==> src/rtl/axi_slv_port_mux.sv <==
// Merges NoSlvPorts AXI4 request bundles onto one master port: round-robin AW/AR with the input
// index prepended to the ID, W routed in AW-grant order, B/R returned by the ID prefix.
package axi_slv_port_mux_pkg;
    typedef struct packed {
        logic [3:0]  id;
        logic [31:0] addr;
        logic [7:0]  len;
        logic [5:0]  atop;
    } slv_ax_t;
    typedef struct packed {
        logic [5:0]  id;
        logic [31:0] addr;
        logic [7:0]  len;
        logic [5:0]  atop;
    } mst_ax_t;
    typedef struct packed {
        logic [31:0] data;
        logic [3:0]  strb;
        logic        last;
    } w_chan_t;
    typedef struct packed { logic [3:0] id; logic [1:0] resp; } slv_b_t;
    typedef struct packed { logic [5:0] id; logic [1:0] resp; } mst_b_t;
    typedef struct packed {
        logic [3:0]  id;
        logic [31:0] data;
        logic [1:0]  resp;
        logic        last;
        logic [0:0]  user;
    } slv_r_t;
    typedef struct packed {
        logic [5:0]  id;
        logic [31:0] data;
        logic [1:0]  resp;
        logic        last;
        logic [0:0]  user;
    } mst_r_t;
    typedef struct packed {
        slv_ax_t aw; logic aw_valid; w_chan_t w; logic w_valid; logic b_ready;
        slv_ax_t ar; logic ar_valid; logic r_ready;
    } slv_req_t;
    typedef struct packed {
        logic aw_ready; logic ar_ready; logic w_ready;
        slv_b_t b; logic b_valid; slv_r_t r; logic r_valid;
    } slv_resp_t;
    typedef struct packed {
        mst_ax_t aw; logic aw_valid; w_chan_t w; logic w_valid; logic b_ready;
        mst_ax_t ar; logic ar_valid; logic r_ready;
    } mst_req_t;
    typedef struct packed {
        logic aw_ready; logic ar_ready; logic w_ready;
        mst_b_t b; logic b_valid; mst_r_t r; logic r_valid;
    } mst_resp_t;
endpackage

module axi_slv_port_mux_chk #(
    parameter int unsigned NoSlvPorts = 4,
    parameter int unsigned PfxW       = 2
) (
    input logic            clk_i,
    input logic            rst_i,
    input logic            b_valid_i,
    input logic [PfxW-1:0] b_pfx_i,
    input logic            r_valid_i,
    input logic [PfxW-1:0] r_pfx_i
);
    a_b_pfx: assert property (@(posedge clk_i) disable iff (rst_i)
        b_valid_i |-> (32'(b_pfx_i) < NoSlvPorts));
    a_r_pfx: assert property (@(posedge clk_i) disable iff (rst_i)
        r_valid_i |-> (32'(r_pfx_i) < NoSlvPorts));
endmodule

module axi_slv_port_mux #(
    parameter int unsigned NoSlvPorts = 4,
    parameter int unsigned SlvIdWidth = 4,
    parameter int unsigned MaxWTrans  = 8,
    parameter type slv_req_t  = axi_slv_port_mux_pkg::slv_req_t,
    parameter type slv_resp_t = axi_slv_port_mux_pkg::slv_resp_t,
    parameter type mst_req_t  = axi_slv_port_mux_pkg::mst_req_t,
    parameter type mst_resp_t = axi_slv_port_mux_pkg::mst_resp_t
) (
    input  logic                       clk_i,
    input  logic                       rst_i,
    input  slv_req_t  [NoSlvPorts-1:0] slv_reqs_i,
    output slv_resp_t [NoSlvPorts-1:0] slv_resps_o,
    output mst_req_t                   mst_req_o,
    input  mst_resp_t                  mst_resp_i
);
    localparam int unsigned PfxW  = (NoSlvPorts > 1) ? $clog2(NoSlvPorts) : 1;
    localparam int unsigned FPtrW = (MaxWTrans > 1) ? $clog2(MaxWTrans) : 1;
    localparam int unsigned FCntW = $clog2(MaxWTrans + 1);
    typedef logic [PfxW-1:0]  idx_t;
    typedef logic [FPtrW-1:0] fptr_t;
    typedef enum logic [0:0] {ST_IDLE = 1'b0, ST_HOLD = 1'b1} arb_state_e;

    // First requester at or after ptr in circular order.
    function automatic idx_t rr_pick(input logic [NoSlvPorts-1:0] req, input idx_t ptr);
        idx_t        pick;
        idx_t        cand;
        pick = ptr;
        for (int unsigned k = NoSlvPorts; k > 0; k--) begin
            cand = idx_t'((32'(ptr) + k - 32'd1) % NoSlvPorts);
            if (req[cand]) pick = cand;
        end
        return pick;
    endfunction

    function automatic idx_t idx_inc(input idx_t i);
        return (32'(i) == NoSlvPorts - 32'd1) ? idx_t'(0) : i + idx_t'(1);
    endfunction

    function automatic fptr_t fptr_inc(input fptr_t p);
        return (32'(p) == MaxWTrans - 32'd1) ? fptr_t'(0) : p + fptr_t'(1);
    endfunction

    arb_state_e            aw_state_q, ar_state_q;
    idx_t                  aw_sel_q, aw_ptr_q, ar_sel_q, ar_ptr_q;
    idx_t                  fifo_q [MaxWTrans];
    fptr_t                 wr_q, rd_q;
    logic [FCntW-1:0]      cnt_q;

    logic                  run_s, fifo_full_s, fifo_empty_s, push_s, pop_s;
    logic [NoSlvPorts-1:0] aw_req_s, ar_req_s;
    idx_t                  aw_win_s, ar_win_s, head_s, b_dest_s, r_dest_s;
    logic                  aw_valid_s, aw_hs_s, ar_valid_s, ar_hs_s, w_valid_s, w_hs_s;

    // Arbitration, FIFO status and handshake decode; reset masks every valid/ready.
    always_comb begin
        run_s        = !rst_i;
        fifo_full_s  = (cnt_q == FCntW'(MaxWTrans));
        fifo_empty_s = (cnt_q == FCntW'(0));
        for (int i = 0; i < NoSlvPorts; i++) begin
            aw_req_s[i] = slv_reqs_i[i].aw_valid;
            ar_req_s[i] = slv_reqs_i[i].ar_valid;
        end
        aw_win_s   = (aw_state_q == ST_HOLD) ? aw_sel_q : rr_pick(aw_req_s, aw_ptr_q);
        ar_win_s   = (ar_state_q == ST_HOLD) ? ar_sel_q : rr_pick(ar_req_s, ar_ptr_q);
        aw_valid_s = run_s && !fifo_full_s && ((aw_state_q == ST_HOLD) || (|aw_req_s));
        ar_valid_s = run_s && ((ar_state_q == ST_HOLD) || (|ar_req_s));
        aw_hs_s    = aw_valid_s && mst_resp_i.aw_ready;
        ar_hs_s    = ar_valid_s && mst_resp_i.ar_ready;
        head_s     = fifo_q[rd_q];
        w_valid_s  = run_s && !fifo_empty_s && slv_reqs_i[head_s].w_valid;
        w_hs_s     = w_valid_s && mst_resp_i.w_ready;
        push_s     = aw_hs_s;
        pop_s      = w_hs_s && slv_reqs_i[head_s].w.last;
        b_dest_s   = mst_resp_i.b.id[SlvIdWidth +: PfxW];
        r_dest_s   = mst_resp_i.r.id[SlvIdWidth +: PfxW];
    end

    // Channel muxing toward the master and demuxing of responses toward the inputs.
    always_comb begin
        mst_req_o         = '0;
        slv_resps_o       = '0;
        mst_req_o.aw.id   = {aw_win_s, slv_reqs_i[aw_win_s].aw.id};
        mst_req_o.aw.addr = slv_reqs_i[aw_win_s].aw.addr;
        mst_req_o.aw.len  = slv_reqs_i[aw_win_s].aw.len;
        mst_req_o.aw.atop = slv_reqs_i[aw_win_s].aw.atop;
        mst_req_o.aw_valid = aw_valid_s;
        mst_req_o.ar.id   = {ar_win_s, slv_reqs_i[ar_win_s].ar.id};
        mst_req_o.ar.addr = slv_reqs_i[ar_win_s].ar.addr;
        mst_req_o.ar.len  = slv_reqs_i[ar_win_s].ar.len;
        mst_req_o.ar.atop = slv_reqs_i[ar_win_s].ar.atop;
        mst_req_o.ar_valid = ar_valid_s;
        mst_req_o.w       = slv_reqs_i[head_s].w;
        mst_req_o.w_valid = w_valid_s;
        mst_req_o.b_ready = run_s && (32'(b_dest_s) < NoSlvPorts) && slv_reqs_i[b_dest_s].b_ready;
        mst_req_o.r_ready = run_s && (32'(r_dest_s) < NoSlvPorts) && slv_reqs_i[r_dest_s].r_ready;
        for (int i = 0; i < NoSlvPorts; i++) begin
            slv_resps_o[i].aw_ready = aw_hs_s && (aw_win_s == idx_t'(i));
            slv_resps_o[i].ar_ready = ar_hs_s && (ar_win_s == idx_t'(i));
            slv_resps_o[i].w_ready  = w_hs_s && (head_s == idx_t'(i));
            slv_resps_o[i].b.id     = mst_resp_i.b.id[SlvIdWidth-1:0];
            slv_resps_o[i].b.resp   = mst_resp_i.b.resp;
            slv_resps_o[i].b_valid  = run_s && mst_resp_i.b_valid && (b_dest_s == idx_t'(i));
            slv_resps_o[i].r.id     = mst_resp_i.r.id[SlvIdWidth-1:0];
            slv_resps_o[i].r.data   = mst_resp_i.r.data;
            slv_resps_o[i].r.resp   = mst_resp_i.r.resp;
            slv_resps_o[i].r.last   = mst_resp_i.r.last;
            slv_resps_o[i].r.user   = mst_resp_i.r.user;
            slv_resps_o[i].r_valid  = run_s && mst_resp_i.r_valid && (r_dest_s == idx_t'(i));
        end
    end

    // AW grant FSM: a stalled winner is latched so the payload stays on one input until ready.
    always_ff @(posedge clk_i or posedge rst_i) begin
        if (rst_i) begin
            aw_state_q <= ST_IDLE;
            aw_sel_q   <= idx_t'(0);
            aw_ptr_q   <= idx_t'(0);
        end else begin
            case (aw_state_q)
                ST_IDLE: if (aw_valid_s && !mst_resp_i.aw_ready) begin
                    aw_state_q <= ST_HOLD;
                    aw_sel_q   <= aw_win_s;
                end
                ST_HOLD: if (aw_hs_s) aw_state_q <= ST_IDLE;
                default: aw_state_q <= ST_IDLE;
            endcase
            if (aw_hs_s) aw_ptr_q <= idx_inc(aw_win_s);
        end
    end

    // AR grant FSM, same scheme as AW without the W-FIFO gate.
    always_ff @(posedge clk_i or posedge rst_i) begin
        if (rst_i) begin
            ar_state_q <= ST_IDLE;
            ar_sel_q   <= idx_t'(0);
            ar_ptr_q   <= idx_t'(0);
        end else begin
            case (ar_state_q)
                ST_IDLE: if (ar_valid_s && !mst_resp_i.ar_ready) begin
                    ar_state_q <= ST_HOLD;
                    ar_sel_q   <= ar_win_s;
                end
                ST_HOLD: if (ar_hs_s) ar_state_q <= ST_IDLE;
                default: ar_state_q <= ST_IDLE;
            endcase
            if (ar_hs_s) ar_ptr_q <= idx_inc(ar_win_s);
        end
    end

    // W routing FIFO of AW winners; an entry retires with the last beat of its burst.
    always_ff @(posedge clk_i or posedge rst_i) begin
        if (rst_i) begin
            fifo_q <= '{default: idx_t'(0)};
            wr_q   <= fptr_t'(0);
            rd_q   <= fptr_t'(0);
            cnt_q  <= FCntW'(0);
        end else begin
            if (push_s) begin
                fifo_q[wr_q] <= aw_win_s;
                wr_q         <= fptr_inc(wr_q);
            end
            if (pop_s) rd_q <= fptr_inc(rd_q);
            case ({push_s, pop_s})
                2'b10:   cnt_q <= cnt_q + FCntW'(1);
                2'b01:   cnt_q <= cnt_q - FCntW'(1);
                default: cnt_q <= cnt_q;
            endcase
        end
    end

    axi_slv_port_mux_chk #(.NoSlvPorts(NoSlvPorts), .PfxW(PfxW)) u_chk (
        .clk_i     (clk_i),
        .rst_i     (rst_i),
        .b_valid_i (mst_resp_i.b_valid),
        .b_pfx_i   (b_dest_s),
        .r_valid_i (mst_resp_i.r_valid),
        .r_pfx_i   (r_dest_s)
    );
endmodule

==> config.mk <==
export PLATFORM = sky130hd
export DESIGN_NAME = axi_slv_port_mux
export DESIGN_NICKNAME = d
export VERILOG_FILES = /design/src/rtl/axi_slv_port_mux.sv
export SDC_FILE = /design/constraint.sdc
export NUM_CORES = 1
export LEC_CHECK = 0
export ABC_AREA = 1
export CORE_AREA = 3 3 382 384
export DETAILED_ROUTE_END_ITERATION = 10
export DIE_AREA = 0 0 385 387
export PLACE_DENSITY = 0.33
export SLEW_MARGIN = 20
export SYNTH_ARGS = -nofsm -noshare
export SYNTH_HDL_FRONTEND = slang
export SYNTH_SLANG_ARGS = --single-unit
==> constraint.sdc <==
create_clock -name clk_i -period 4.4 [get_ports clk_i]
set_input_delay 1.32 -clock clk_i [delete_from_list [all_inputs] [get_ports clk_i]]
set_output_delay 1.32 -clock clk_i [all_outputs]
set_load 0.05 [all_outputs]
Yosys cells after proc, flatten, opt, wreduce, memory -nomap -nowiden
Cells that the tools add are included.

Flip-flop bits (word level): 36. Bits of input ports: 625. Output and inout bits: 350. Logic and storage cells: 186.

Add/sub/neg operators: 22. Magnitude comparators: 16. Equal/unequal tests: 20. Mux-type cells: 53. Bitwise logic cells: 4. Reduce and logical (&&, ||, !) cells: 54.

Operator list (number): 142-bit binary-select mux with 2-bit select (5); 142-bit two-way mux (1); 91-bit two-way mux (1); 53-bit two-way mux (1); 52-bit two-way mux (1); 2-bit by 3-bit less-than comparator with 1-bit output (second input constant) (13); 1-bit logical AND (36); 2-bit two-way mux (15); 2-bit == test (second input constant) (11); 1-bit binary-select mux with 2-bit select (8); 16-bit bitwise mux (1); 2-bit by 1-bit subtractor with 2-bit output (second input constant) (8); 1-bit two-way mux (13); 2-bit by 1-bit adder with 2-bit output (second input constant) (6); 2-bit by 1-bit == test with 1-bit output (second input constant) (6); 2-bit logical NOT (5); 2-bit adder (second input constant) (4); 4-bit >= comparator (second input constant) (2); 3-bit inverter with 4-bit output (2); 4-bit one-hot mux with 2 select lines (1); 4-bit OR reduction (2); 3-bit by 1-bit adder with 3-bit output (second input constant) (2); 2-bit binary-select mux with 3-bit select (1); 2-bit demux with 3-bit select (1); 13 further kinds (23).

Logic depth before layout (Yosys ltp)
Depth in word-level cells: 11. Depth in mapped cells: 22. Mapped depth without buffers: 21.

Worst setup path before layout
OpenSTA, ideal clock, no wires.

Path type: input-to-output. Start: in slv_reqs_i[517] (netlist name). End: out slv_resps_o[203] (netlist name). Arrival time: 3.576 ns. Required time: 3.080 ns. Slack: -0.496 ns. Stages on the path: 18. Buffers on the path: 2. Cells stage by stage: inv_1 > nand2_1 > nand3_1 > nand2_1 > inv_1 > nand2_1 > nand2_1 > nand2_1 > nand2_1 > nand2_1 > nand2_2 > nand2_2 > buf_6 > buf_4 > inv_1 > ha_1 > inv_1 > nor2_1.

RTL lines: start: declaration (line 83) `input slv_req_t [NoSlvPorts-1:0] slv_reqs_i,`; end: declaration (line 84) `output slv_resp_t [NoSlvPorts-1:0] slv_resps_o,`.

==> impl_metrics.yaml <==
run_status:
  status: "complete, but fails checks"
  violations: "negative setup slack"
global_routing:
  antenna_found_initial: 14
  grt_pass1_wl_um: 106000
  grt_overflow: 0
  first_global_vias: 14345
  grt_max_degree: 51
  grtUsageTotal: 0.0985
sta:
  worstMarginPinSlew_ns: 0.865
  setup-tns-final_ns: -0.0882
  post-route-period-util: 1.01
  final-max-slew-violation-count: 0
  setup_viol: 4
  relSlewSlack: 0.423
  fin_crit_ns: 4.43
  worst_slack_ns: -0.0308
  rsz0062_at_grt: "yes"
  finClkSkew_ns: 0.00540
  fmax_ghz: 0.226
  hold_violations: 0
clock_network:
  cts_root_buffer: "clkbuf_16"
  clk_latency_ns: 0.31
  htree_levels: 2
  clk_pin_slew_ns: 0.06
  cts_sinks: 36
  cts_buffers: 5
  cts_max_path_buffers: 2
  tritoncts: "yes"
pwr:
  power_density_nw_per_um2: 1020
  peakVddDrop_mv: 0.752
  power_mw: 24.7
  leakagePower_nw: 11.2
route:
  ant_nets: 0
  drt_wl_total_um: 80100
  viasPerCell: 3.23
  first_iter_violations: 557
  drt-wirelength-per-cell_um: 18.0
  firstDrtPassIters: 5
  route.detailed.drc: 0
  via_count: 14348
placement:
  dp_hpwl_um: 64800
  dp_cells: 4374
  post-place-ws_ns: -0.668
  routabilityCongestion: 0.844
  io_buffers: 744
critical_path:
  path_cells: "buf_6 > nand2_2 > nand2_2 > nand2_2 > nand2_1 > inv_2 > nand2_2 > nand3_2 > nand2_2 > nand2_8 > nand2_8 > buf_8 > clkinvlp_4 > ha_4 > inv_4 > nor2_4 > buf_12"
  path_buf_inv: 6
  cp-end-kind: "output port"
  crit_path_max_incr_delay_ns: 0.21
  cp_data_required_time_ns: 3.08
  cp_common_cell: "nand2_2"
  crit_type: "input pin to output port"
  cp_max_fo: 6
  crit_arrival_ns: 3.11
  cpMaxStageDelayCell: "nand2_8"
  cp-start-kind: "input pin"
  cp_top_family: "simple AND/OR/NAND/NOR gates"
synth:
  syn_avg_cell_area_um2: 5.34
  syn_nets: 2534
  synth_top_area_cell: "nand3_1"
  ys_seq_area_frac: 0.0892
  synth_ff_type: "dfrtp_1"
  synth_top_area_frac: 0.244
  syn_inst: 1893
  synth_edf_count: 0
  synth.area.top_cells: "nand3_1, nand2_1, inv_1"
  ys_types: 31
  ys_ff_latch: 36
  syn_area_um2: 10100
  ys_warn_count: 0
  async_flop_share: 1.00
floorplanning:
  die_h_um: 387
  fp.dieW_um: 385
  initial_core_util: 0.0706
  dieArea_um2: 149000
  fp.coreArea_um2: 143000
  rows: 139
  ios: 975
final_layout:
  final_cell_mix: "clkdlybuf4s50_1, inv_1, nand3_1"
  area_growth_pct: 141
  final_common_cell: "clkdlybuf4s50_1"
  drive_above_1_share: 0.340
  n_fill_cell: 16310
  finalNonFillerCells: 4446
  fin_nets: 3176
worst_hold_path:
  hp-class: "register to register"
job:
  drv_cap: 0
## routing by layer
| layer | track usage | share of wire | vias up |
|---|---|---|---|
| met5 | 0 | 0.00042 | - |
| met4 | 0.0174 | 0.018 | 6 |
| met3 | 0.0323 | 0.079 | 95 |
| met2 | 0.175 | 0.50 | 530 |
| met1 | 0.115 | 0.40 | 6710 |
| li1 | - | - | 7007 |
## cell families (layout without fill, tap and decap cells)
| group | count (synthesis) | after routing | synth area share |
|---|---|---|---|
| AND/OR/NAND/NOR | 1042 | 1045 | 0.476 |
| buffers and inverters | 714 | 1354 | 0.361 |
| AO/OA/AOI/OAI | 82 | 82 | 0.0509 |
| flip-flops | 36 | 36 | 0.0892 |
| adder cells (fa/ha/maj) | 16 | 16 | 0.0206 |
| XOR/XNOR | 3 | 3 | 0.00260 |
| other | 0 | 7 | 0 |
## per-stage QoR
stage | util | cell area [um2] | hold slack (ns)
finish | 0.170 | 24300 | 0.487
global route | 0.170 | 24300 | 0.515
detailed placement | 0.145 | 20800 | 0.477
CTS | 0.158 | 22600 | 0.493
global placement | 0.145 | 20800 | 0.470
floorplan | - | 10100 | 0.446
## report_power, final
| part | switching [mW] | leakage [nW] | internal, mW |
|---|---|---|---|
| sequential | 0.162 | 0.452 | 0.475 |
| clock | 0.157 | 0.0681 | 0.212 |
| combinational | 13.4 | 10.7 | 10.3 |
## worst reg2reg max path, cell delays in order (launching register included)
cell and delay, ns:
dfrtp_1 0.49, inv_1 0.24, nand2_1 0.08, nand2_1 0.07, nand2_1 0.07, nand3_1 0.11
nand2_2 0.12, nor2_4 0.47, buf_4 0.25, nand2_1 0.05, nand2_1 0.14, nor2_4 0.08
nand3_2 0.10, inv_1 0.10, ha_1 0.25, ha_1 0.32, nand2_1 0.07, nor2_1 0.04
a211oi_1 0.23, nor2_1 0.07, nor2_1 0.09, nand2_1 0.07, xor2_1 0.14
## flip-flops by register name, indices dropped and copies added, names as in the netlist, named ones only
register,flops
aw_sel_q,2
rd_q,3
ar_ptr_q,2
cnt_q,4
ar_sel_q,2
fifo_q,16
wr_q,3
aw_ptr_q,2
## timing repair
action / 4_1_cts / 5_1_grt
gates cloned: 17 / 15
setup buffers: 20 / 16
hold buffers: 0 / 0
endpoints found under the setup margin: 115 / 110
hold endpoints to repair: 0 / 0
pin swaps: 89 / 121
resized for setup: 328 / 361
## cell usage after synthesis, types with 2 or more instances
master and number:
nand3_1 492, a22oi_1 38, dfrtp_1 36, o21ai_1 16
a31oi_1 4, nor2_2 2, nand2_2 9, buf_2 36
nand4_1 3, a21oi_1 3, buf_1 11, inv_1 403
nand3_2 2, nor3_1 10, buf_4 200, clkbuf_1 34
ha_1 15, buf_6 22, or2_2 4, nand3b_1 54
nor2_1 34, xor2_1 2, inv_2 7, nand2_1 431
o21ai_0 19
## final cells by class
| cell class | instances | area (um2) | area share |
|---|---|---|---|
| inverters | 411 | 1600 | 0.0658 |
| diodes | 7 | 17.5 | 0.000720 |
| clock buffers | 7 | 133 | 0.00545 |
| multi-input cells | 1146 | 7760 | 0.319 |
| repair buffers | 935 | 11500 | 0.474 |
| flip-flops and latches | 36 | 901 | 0.0370 |
| well taps | 1903 | 2380 | 0.0978 |
| clock inverters | 1 | 8.76 | 0.000360 |
## final timing paths
check	from	end	slack (ns)	cells past startpoint
max in group asynchronous	rst_i	fifo_q[11]$_DFFE_PP0P_	2.56	4
hold reg to reg	fifo_q[11]$_DFFE_PP0P_	fifo_q[11]$_DFFE_PP0P_	0.49	2
hold / removal	fifo_q[11]$_DFFE_PP0P_	fifo_q[11]$_DFFE_PP0P_	0.49	2
setup / recovery	slv_reqs_i[91]	slv_resps_o[203]	-0.03	17
min in group asynchronous	rst_i	cnt_q[2]$_DFFE_PP0P_	1.41	3
setup reg to reg	rd_q[0]$_DFFE_PP0P_	cnt_q[3]$_DFFE_PP0P_	0.68	22
Note: power is estimated with default switching activity, not from simulation.
